### src/rtl/elbeth_pkg.sv
// Shared encodings for the ELBETH pipeline control slice.
package elbeth_pkg;

    // PC source select
    localparam logic [1:0] PC_PLUS4  = 2'd0;
    localparam logic [1:0] PC_BRANCH = 2'd1;
    localparam logic [1:0] PC_XCPT   = 2'd2;
    localparam logic [1:0] PC_EPC    = 2'd3;

    // Pipeline control FSM encoding
    localparam logic [1:0] ST_RUN         = 2'd0;
    localparam logic [1:0] ST_DMEM_WAIT   = 2'd1;
    localparam logic [1:0] ST_XCPT_SETTLE = 2'd2;

    // Byte-enable pattern that marks a load
    localparam logic [3:0] MEM_RW_LOAD = 4'b0000;

    // Hazards seen in the current cycle
    typedef struct packed {
        logic dw;
        logic xcpt;
        logic br;
        logic lu;
    } hazard_t;

    // Load in EXS writes a register that the ID instruction reads
    function automatic logic is_load_use(
        input logic       mem_en,
        input logic [3:0] mem_rw,
        input logic [4:0] rd,
        input logic [4:0] rs1,
        input logic       rs1_used,
        input logic [4:0] rs2,
        input logic       rs2_used
    );
        return mem_en && (mem_rw == MEM_RW_LOAD) && (rd != 5'd0) &&
               ((rs1_used && (rs1 == rd)) || (rs2_used && (rs2 == rd)));
    endfunction

endpackage

### src/rtl/elbeth_sat_counter.sv
// Saturating up-counter with synchronous active-low clear.
module elbeth_sat_counter #(
    parameter int WIDTH = 32
) (
    input  logic             clk,
    input  logic             clr_n,
    input  logic             inc,
    output logic [WIDTH-1:0] count
);

    localparam logic [WIDTH-1:0] ONE = {{(WIDTH-1){1'b0}}, 1'b1};

    // Count up on inc, hold at all-ones instead of wrapping
    always_ff @(posedge clk) begin
        if (!clr_n) begin
            count <= '0;
        end else if (inc && (count != '1)) begin
            count <= count + ONE;
        end
    end

endmodule

### src/rtl/elbeth_pipeline_ctrl.sv
// Hazard and pipeline-control unit for the ELBETH five-stage core.
//
// state          | meaning
// ---------------+-----------------------------------------------------
// ST_RUN         | normal issue, hazards resolved by priority
// ST_DMEM_WAIT   | data access outstanding; upstream held, bubble to WB
// ST_XCPT_SETTLE | one cycle after exception/eret while CSRs commit
module elbeth_pipeline_ctrl
    import elbeth_pkg::*;
#(
    parameter int CNT_W = 32
) (
    input  logic             clk,
    input  logic             rst,
    input  logic [4:0]       id_rs1_addr,
    input  logic [4:0]       id_rs2_addr,
    input  logic             id_rs1_used,
    input  logic             id_rs2_used,
    input  logic [4:0]       exs_rd_addr,
    input  logic             exs_ctrl_mem_en,
    input  logic [3:0]       exs_ctrl_mem_rw,
    input  logic             exs_branch_taken,
    input  logic             mem_exception,
    input  logic             mem_eret,
    input  logic             imem_ready,
    input  logic             dmem_req,
    input  logic             dmem_ready,
    output logic             if_stall,
    output logic             if_flush,
    output logic             id_stall,
    output logic             id_flush,
    output logic             exs_stall,
    output logic             exs_flush,
    output logic             mem_stall,
    output logic             mem_flush,
    output logic [1:0]       pc_sel,
    output logic [CNT_W-1:0] stall_cycles,
    output logic [CNT_W-1:0] flush_events
);

    logic [1:0] state;
    logic [1:0] state_nxt;
    hazard_t    hz;
    logic       flush_evt;

    // Decode this cycle's hazards
    always_comb begin
        hz.dw   = dmem_req && !dmem_ready;
        hz.xcpt = mem_exception || mem_eret;
        hz.br   = exs_branch_taken;
        hz.lu   = is_load_use(exs_ctrl_mem_en, exs_ctrl_mem_rw, exs_rd_addr,
                              id_rs1_addr, id_rs1_used, id_rs2_addr, id_rs2_used);
    end

    // Stall/flush/pc_sel and next state; DMEM_WAIT re-evaluates the RUN
    // priorities so the ready cycle is handled without an extra bubble
    always_comb begin
        if_stall  = 1'b0;
        if_flush  = 1'b0;
        id_stall  = 1'b0;
        id_flush  = 1'b0;
        exs_stall = 1'b0;
        exs_flush = 1'b0;
        mem_stall = 1'b0;
        mem_flush = 1'b0;
        pc_sel    = PC_PLUS4;
        flush_evt = 1'b0;
        state_nxt = ST_RUN;

        if (!rst) begin
            if_flush  = 1'b1;
            id_flush  = 1'b1;
            exs_flush = 1'b1;
            mem_flush = 1'b1;
        end else if (state == ST_XCPT_SETTLE) begin
            if_stall = 1'b1;
            if_flush = 1'b1;
        end else if (hz.dw) begin
            if_stall  = 1'b1;
            id_stall  = 1'b1;
            exs_stall = 1'b1;
            mem_flush = 1'b1;
            state_nxt = ST_DMEM_WAIT;
        end else if (hz.xcpt) begin
            if_flush  = 1'b1;
            id_flush  = 1'b1;
            exs_flush = 1'b1;
            mem_flush = 1'b1;
            pc_sel    = mem_exception ? PC_XCPT : PC_EPC;
            flush_evt = 1'b1;
            state_nxt = ST_XCPT_SETTLE;
        end else if (hz.br) begin
            if_flush  = 1'b1;
            id_flush  = 1'b1;
            pc_sel    = PC_BRANCH;
            flush_evt = 1'b1;
        end else if (hz.lu) begin
            if_stall = 1'b1;
            id_flush = 1'b1;
        end else if (!imem_ready) begin
            if_stall = 1'b1;
            if_flush = 1'b1;
        end
    end

    // State register; reset aborts any multi-cycle sequence
    always_ff @(posedge clk) begin
        if (!rst) begin
            state <= ST_RUN;
        end else begin
            state <= state_nxt;
        end
    end

    elbeth_sat_counter #(.WIDTH(CNT_W)) u_stall_cnt (
        .clk   (clk),
        .clr_n (rst),
        .inc   (if_stall),
        .count (stall_cycles)
    );

    elbeth_sat_counter #(.WIDTH(CNT_W)) u_flush_cnt (
        .clk   (clk),
        .clr_n (rst),
        .inc   (flush_evt),
        .count (flush_events)
    );

endmodule

### config.mk
export PLATFORM = sky130hd
export DESIGN_NAME = elbeth_pipeline_ctrl
export DESIGN_NICKNAME = d
export VERILOG_FILES = /design/src/rtl/elbeth_pkg.sv /design/src/rtl/elbeth_sat_counter.sv /design/src/rtl/elbeth_pipeline_ctrl.sv
export SDC_FILE = /design/constraint.sdc
export NUM_CORES = 1
export LEC_CHECK = 0
export CAP_MARGIN = 20
export CORE_MARGIN = 2
export CORE_UTILIZATION = 35
export CTS_BUF_LIST = sky130_fd_sc_hd__clkbuf_2 sky130_fd_sc_hd__clkbuf_4 sky130_fd_sc_hd__clkbuf_8
export CTS_CLUSTER_DIAMETER = 80
export DETAILED_ROUTE_END_ITERATION = 8
export SLEW_MARGIN = 40
export SYNTH_ARGS = -nofsm -noshare
export SYNTH_HDL_FRONTEND = slang
export SYNTH_SLANG_ARGS = --single-unit
### constraint.sdc
create_clock -name clk -period 1.95 [get_ports clk]
set_clock_uncertainty 0.15 [all_clocks]
set_input_delay 0.2925 -clock clk [delete_from_list [all_inputs] [get_ports clk]]
set_output_delay 0.2925 -clock clk [all_outputs]
set_load 0.1 [all_outputs]
* Word level (Yosys, flattened, before mapping)
Index checks and enable logic that the tools add are counted.
** Word-level totals
- Register bits after elaboration :: 66
- Input bits :: 30
** Operators by class
- $add $sub $neg :: 2
- Eq/ne operators :: 5
- Multiplexer cells :: 42
- Bitwise gates (word level) :: 1
- Reductions and logical operators :: 15
** Operators with widths (count)
- adder 32 x 1 -> 32 bit, second input constant :: 2
- != test 32 bit, second input constant :: 2
- two-way mux 1 bit :: 37
- equality test 5 bit :: 2
- two-way mux 2 bit :: 5
- logical AND 1 bit :: 8
- nonzero test 5 bit :: 1
- zero test 4 bit :: 1
- OR reduction 3 bit :: 1
- equality test 2 bit, second input constant :: 1
- logical OR 1 bit :: 2
- OR reduction 2 bit :: 1
- zero test 1 bit :: 1
- NOT 1 bit :: 1

* Longest topological paths before layout
- Word-level depth :: 11
- Depth in mapped cells :: 9

* Cells and area by module
Synthesis repeated with hierarchy kept, for this count alone.
** Unflattened totals
- Cells, all modules :: 451
- Area total of the unflattened synthesis :: 3754.9 um^2
** By module, submodules not included
- elbeth_sat_counter :: instances 2, cells each 200, area an instance 1704.1 um^2
- elbeth_pipeline_ctrl :: instances 1, cells each 51, area an instance 346.6 um^2

* Least setup slack after synthesis
No wires, ideal clock.
- Path kind :: input to output
- From :: input port rst
- To :: output port if_flush
- Arrival :: 4.224 ns
- Data required time :: 1.507 ns
- Path slack :: -2.716 ns
- Stages on the path :: 4
- Path buffers :: 1
- Cell sequence :: clkbuf_1 inv_2 nor3_1 nor2_1
** Between the ends
- Longest elaborated chain between the ends :: 1
** RTL lines
- start, declared :: RTL line elbeth_pipeline_ctrl.sv:14 : input logic rst,
- two-way mux 1 bit :: RTL line elbeth_pipeline_ctrl.sv:70 : if (!rst) begin
- end, declared :: RTL line elbeth_pipeline_ctrl.sv:29 : output logic if_flush,
Every way passes these cells.

* Worst setup path in the final report
- From :: input port exs_rd_addr[4]
- To :: register u_stall_cnt.count[28]
** Between the ends
- Longest elaborated chain between the ends :: 11
- Elaborated cells on any way between the ends :: 15
- Those cells by class :: 2 x eq/ne; 6 x mux; 7 x reduce/logical
** RTL lines
- start, declared :: RTL line elbeth_pipeline_ctrl.sv:19 : input logic [4:0] exs_rd_addr,
- equality test 5 bit :: RTL line elbeth_pkg.sv:37 : ((rs1_used && (rs1 == rd)) || (rs2_used && (rs2 == rd)));
- logical AND 1 bit :: RTL line elbeth_pkg.sv:37
- logical OR 1 bit :: RTL line elbeth_pkg.sv:37
- logical AND 1 bit (*) :: RTL line elbeth_pkg.sv:36 : return mem_en && (mem_rw == MEM_RW_LOAD) && (rd != 5'd0) &&
- two-way mux 1 bit (*) :: RTL line elbeth_pipeline_ctrl.sv:97 : end else if (hz.lu) begin
- two-way mux 1 bit (*) :: RTL line elbeth_pipeline_ctrl.sv:92 : end else if (hz.br) begin
- two-way mux 1 bit (*) :: RTL line elbeth_pipeline_ctrl.sv:84 : end else if (hz.xcpt) begin
- two-way mux 1 bit (*) :: RTL line elbeth_pipeline_ctrl.sv:78 : end else if (hz.dw) begin
- two-way mux 1 bit (*) :: RTL line elbeth_pipeline_ctrl.sv:75 : end else if (state == ST_XCPT_SETTLE) begin
- two-way mux 1 bit (*) :: RTL line elbeth_pipeline_ctrl.sv:70
- logical AND 1 bit (*) :: RTL line elbeth_sat_counter.sv:17 : end else if (inc && (count != '1)) begin
- end signal, assigned :: RTL line elbeth_sat_counter.sv:18 : count <= count + ONE;
- end, declared :: RTL line elbeth_sat_counter.sv:8 : output logic [WIDTH-1:0] count
Mark *: on every way between the ends. The rest lies on a longest branch, timed or not.
A chain may end at the register's enable or synchronous reset.

==> flow_metrics.tcl <==
set metrics [dict create \
    preCtsSetupSlack_ns -0.884 \
    wl_per_cell_microns 16.1 \
    start_util_pct 36.4 \
    cts_buffer_depth 2 \
    cp_top_family "buffers and inverters" \
    grt_pass1_wl_mm 19.9 \
    cp_max_fo 5 \
    synth-seq-cells 66 \
    synth.distinct_cells 45 \
    setup_tns_ns -8.58 \
    row_count 36 \
    finalMaxSlewViolations 0 \
    fmax_mhz 422 \
    syn_avg_cell_area_sq_um 8.29 \
    ios 104 \
    status "finished with violations" \
    fin_crit_sh_pct 121 \
    p_leak_uw 0.00271 \
    cp_num_buf_inv 6 \
    power_density_nw_per_um2 431 \
    drive_gt1_share_pct 59.5 \
    ys_seq_area_share_pct 36.8 \
    clock-root-buffer "clkbuf_8" \
    cpMostUsedCell "buf_6" \
    wl_mm 12.7 \
    dp_hpwl_mm 8.50 \
    ir_drop_v 0.000315 \
    nNetsFinal 684 \
    port_buffers 102 \
    timing.rr.start "state[0]" \
    diodes 0 \
    drt-pass1-iter-count 7 \
    worstPathCellList "buf_8 -> buf_6 -> xnor2_2 -> nand4_1 -> o22ai_4 -> buf_6 -> a41oi_4 -> buf_4 -> buf_6 -> buf_6 -> or4_1 -> a21oi_2" \
    holdWs_ns 0.351 \
    r2r_slack_ns -0.24 \
    final_common_cell "buf_4" \
    setup_viol 34 \
    vias 4280 \
    die_w_microns 105 \
    final_cell_mix "buf_4, buf_12, dfxtp_4" \
    grt_start_max_net_pins 38 \
    rsz0062_at_grt "yes" \
    die_y_microns 105 \
    clkLatencyLatePin_ns 0.35 \
    grt-ovfl-total 0 \
    drc 0 \
    synth_edf_count 0 \
    max_cap_viol_count 0 \
    first_iter_violations 173 \
    crit_cells 12 \
    hold_class "flop to flop" \
    antenna_found_initial 0 \
    cpMaxStageDelayCell "or4_1" \
    synth_ff_type "dfxtp_1" \
    via_per_inst 5.42 \
    syn_inst 433 \
    cp-start-kind "input port" \
    postSynth.asyncResetShare_pct 0 \
    finalHoldViolations 0 \
    synth_area_leaders "dfxtp_1, xnor2_1, nand4_1, a21oi_1, nand2_1" \
    finalNonFillerCells 790 \
    startpoint "exs_rd_addr[4]" \
    crit_type "input port to flop" \
    coreArea_sq_um 9860 \
    numCtsBuffers 9 \
    dp.cells 738 \
    area_growth_pct 105 \
    cpPeakStageDelay_ns 0.54 \
    fin_ws_ns -0.417 \
    r2r-end "u_stall_cnt.count[28]" \
    yosysWarningCount 0 \
    crit_required_ns 2.08 \
    cts_htree_levels 3 \
    synth_nets 465 \
    cts_tree "yes" \
    worstSetupEndpoint "u_stall_cnt.count[28]" \
    fill_cells 677 \
    post-route-min-period_ns 2.37 \
    synth_top_area_share_pct 36.8 \
    end_kind "flop" \
    rr_worst_depth 9 \
    netlist_area_sq_um 3590 \
    path_clk_slew_ns 0.08 \
    grt_pass1_vias 4142 \
    synth_top_area_cell "dfxtp_1" \
    drt.antenna.violating_nets 0 \
    grt_use_total_pct 21.9 \
    gp_congestion 0.830 \
    violations "setup timing" \
    cts_sinks 66 \
    die_area_sq_um 11100 \
    worstPathArrival_ns 2.49 \
]
cells by family after synthesis:
group / Yosys count / synth area share, %
other: 1 / 0.104
adder cells (fa/ha/maj): 2 / 0.697
multiplexers: 9 / 2.51
buffers and inverters: 25 / 3.83
XOR/XNOR: 33 / 8.05
AO/OA/AOI/OAI: 72 / 12.9
flip-flops: 66 / 36.8
AND/OR/NAND/NOR: 225 / 35.1
Yosys cell counts (2+ instances only):
| library cell | number |
|---|---|
| nor3b_1 | 2 |
| clkbuf_1 | 11 |
| ha_1 | 2 |
| mux2i_1 | 9 |
| buf_4 | 2 |
| buf_2 | 2 |
| and4_1 | 10 |
| and2_1 | 6 |
| nor4b_1 | 2 |
| nand3b_1 | 2 |
| or4_1 | 13 |
| xnor2_1 | 28 |
| buf_6 | 3 |
| nand2_1 | 36 |
| a21oi_1 | 29 |
| nand4_1 | 29 |
| xor2_1 | 5 |
| o31ai_1 | 14 |
| inv_1 | 5 |
| dfxtp_1 | 66 |
| o211ai_1 | 3 |
| nand2b_1 | 7 |
| nor2_1 | 35 |
| o21a_1 | 2 |
| nand3_1 | 25 |
| nor3_1 | 18 |
| nor3_2 | 3 |
| or3_1 | 16 |
| and3_1 | 10 |
| o21ai_0 | 18 |
| nor4_1 | 6 |
layout make-up:
cell class | instances | area (sq um) | area share [%]
Inverter | 6 | 28.8 | 0.391
Tap cell | 133 | 166 | 2.26
Sequential cell | 66 | 1530 | 20.8
Clock inverter | 7 | 68.8 | 0.935
Clock buffer | 9 | 124 | 1.68
Timing Repair Buffer | 227 | 2750 | 37.4
Multi-Input combinational cell | 342 | 2690 | 36.6
tightest hold or removal path: cells and delay by family (launching register included):
| kind | cells | cell delay, ns |
|---|---|---|
| DFF | 1 | 0.35 |
| muxes | 1 | 0.06 |
| and+or+nand+nor | 1 | 0.05 |
timing repair:
action | CTS | global route
endpoints found under the hold margin | 0 | 0
gates cloned | 1 | 2
resized for setup | 106 | 75
pin swaps | 46 | 54
buffers inserted | 19 | 17
hold buffers | 0 | 0
setup endpoints to repair | 63 | 63
how the worst min path moves through the flow:
stage | start | end | cells after the start
after global routing | dmem_req | state[0] | 5
after CTS | u_flush_cnt.count[13] | u_flush_cnt.count[13] | 2
final | u_flush_cnt.count[13] | u_flush_cnt.count[13] | 2
after global placement | u_stall_cnt.count[27] | u_stall_cnt.count[27] | 2
after detailed placement | u_flush_cnt.count[13] | u_flush_cnt.count[13] | 2
after floorplan | dmem_req | state[0] | 2
stage by stage:
stage	cell area [sq um]	power (uW)	util (%)
after floorplan	4000	1670	-
after global placement	6420	1910	65.0
after detailed placement	6420	1910	65.0
after CTS	6980	3140	70.8
after global routing	7360	3290	74.6
final	7360	3170	74.6
layer usage:
metal / vias up / share of wire, % / GRT usage [%] / wire length [microns]
met5: - / 0 / 0 / 0
met4: 0 / 2.2 / 6.29 / 282
met3: 25 / 5.3 / 5.75 / 671
met2: 138 / 51 / 38.0 / 6510
met1: 2064 / 41 / 26.6 / 5240
li1: 2053 / - / - / -
registers in the layout, summed over array words and instances, names as in the netlist:
register           cells
u_flush_cnt.count     32
u_stall_cnt.count     32
state                  2
power by group:
part	switching, uW	total [uW]	internal [uW]	leakage (uW)
logic	397	705	308	0.00204
clock network	570	1160	586	0.0000869
registers	14.5	1310	1300	0.000580
Note: power is estimated with default switching activity, not from simulation.
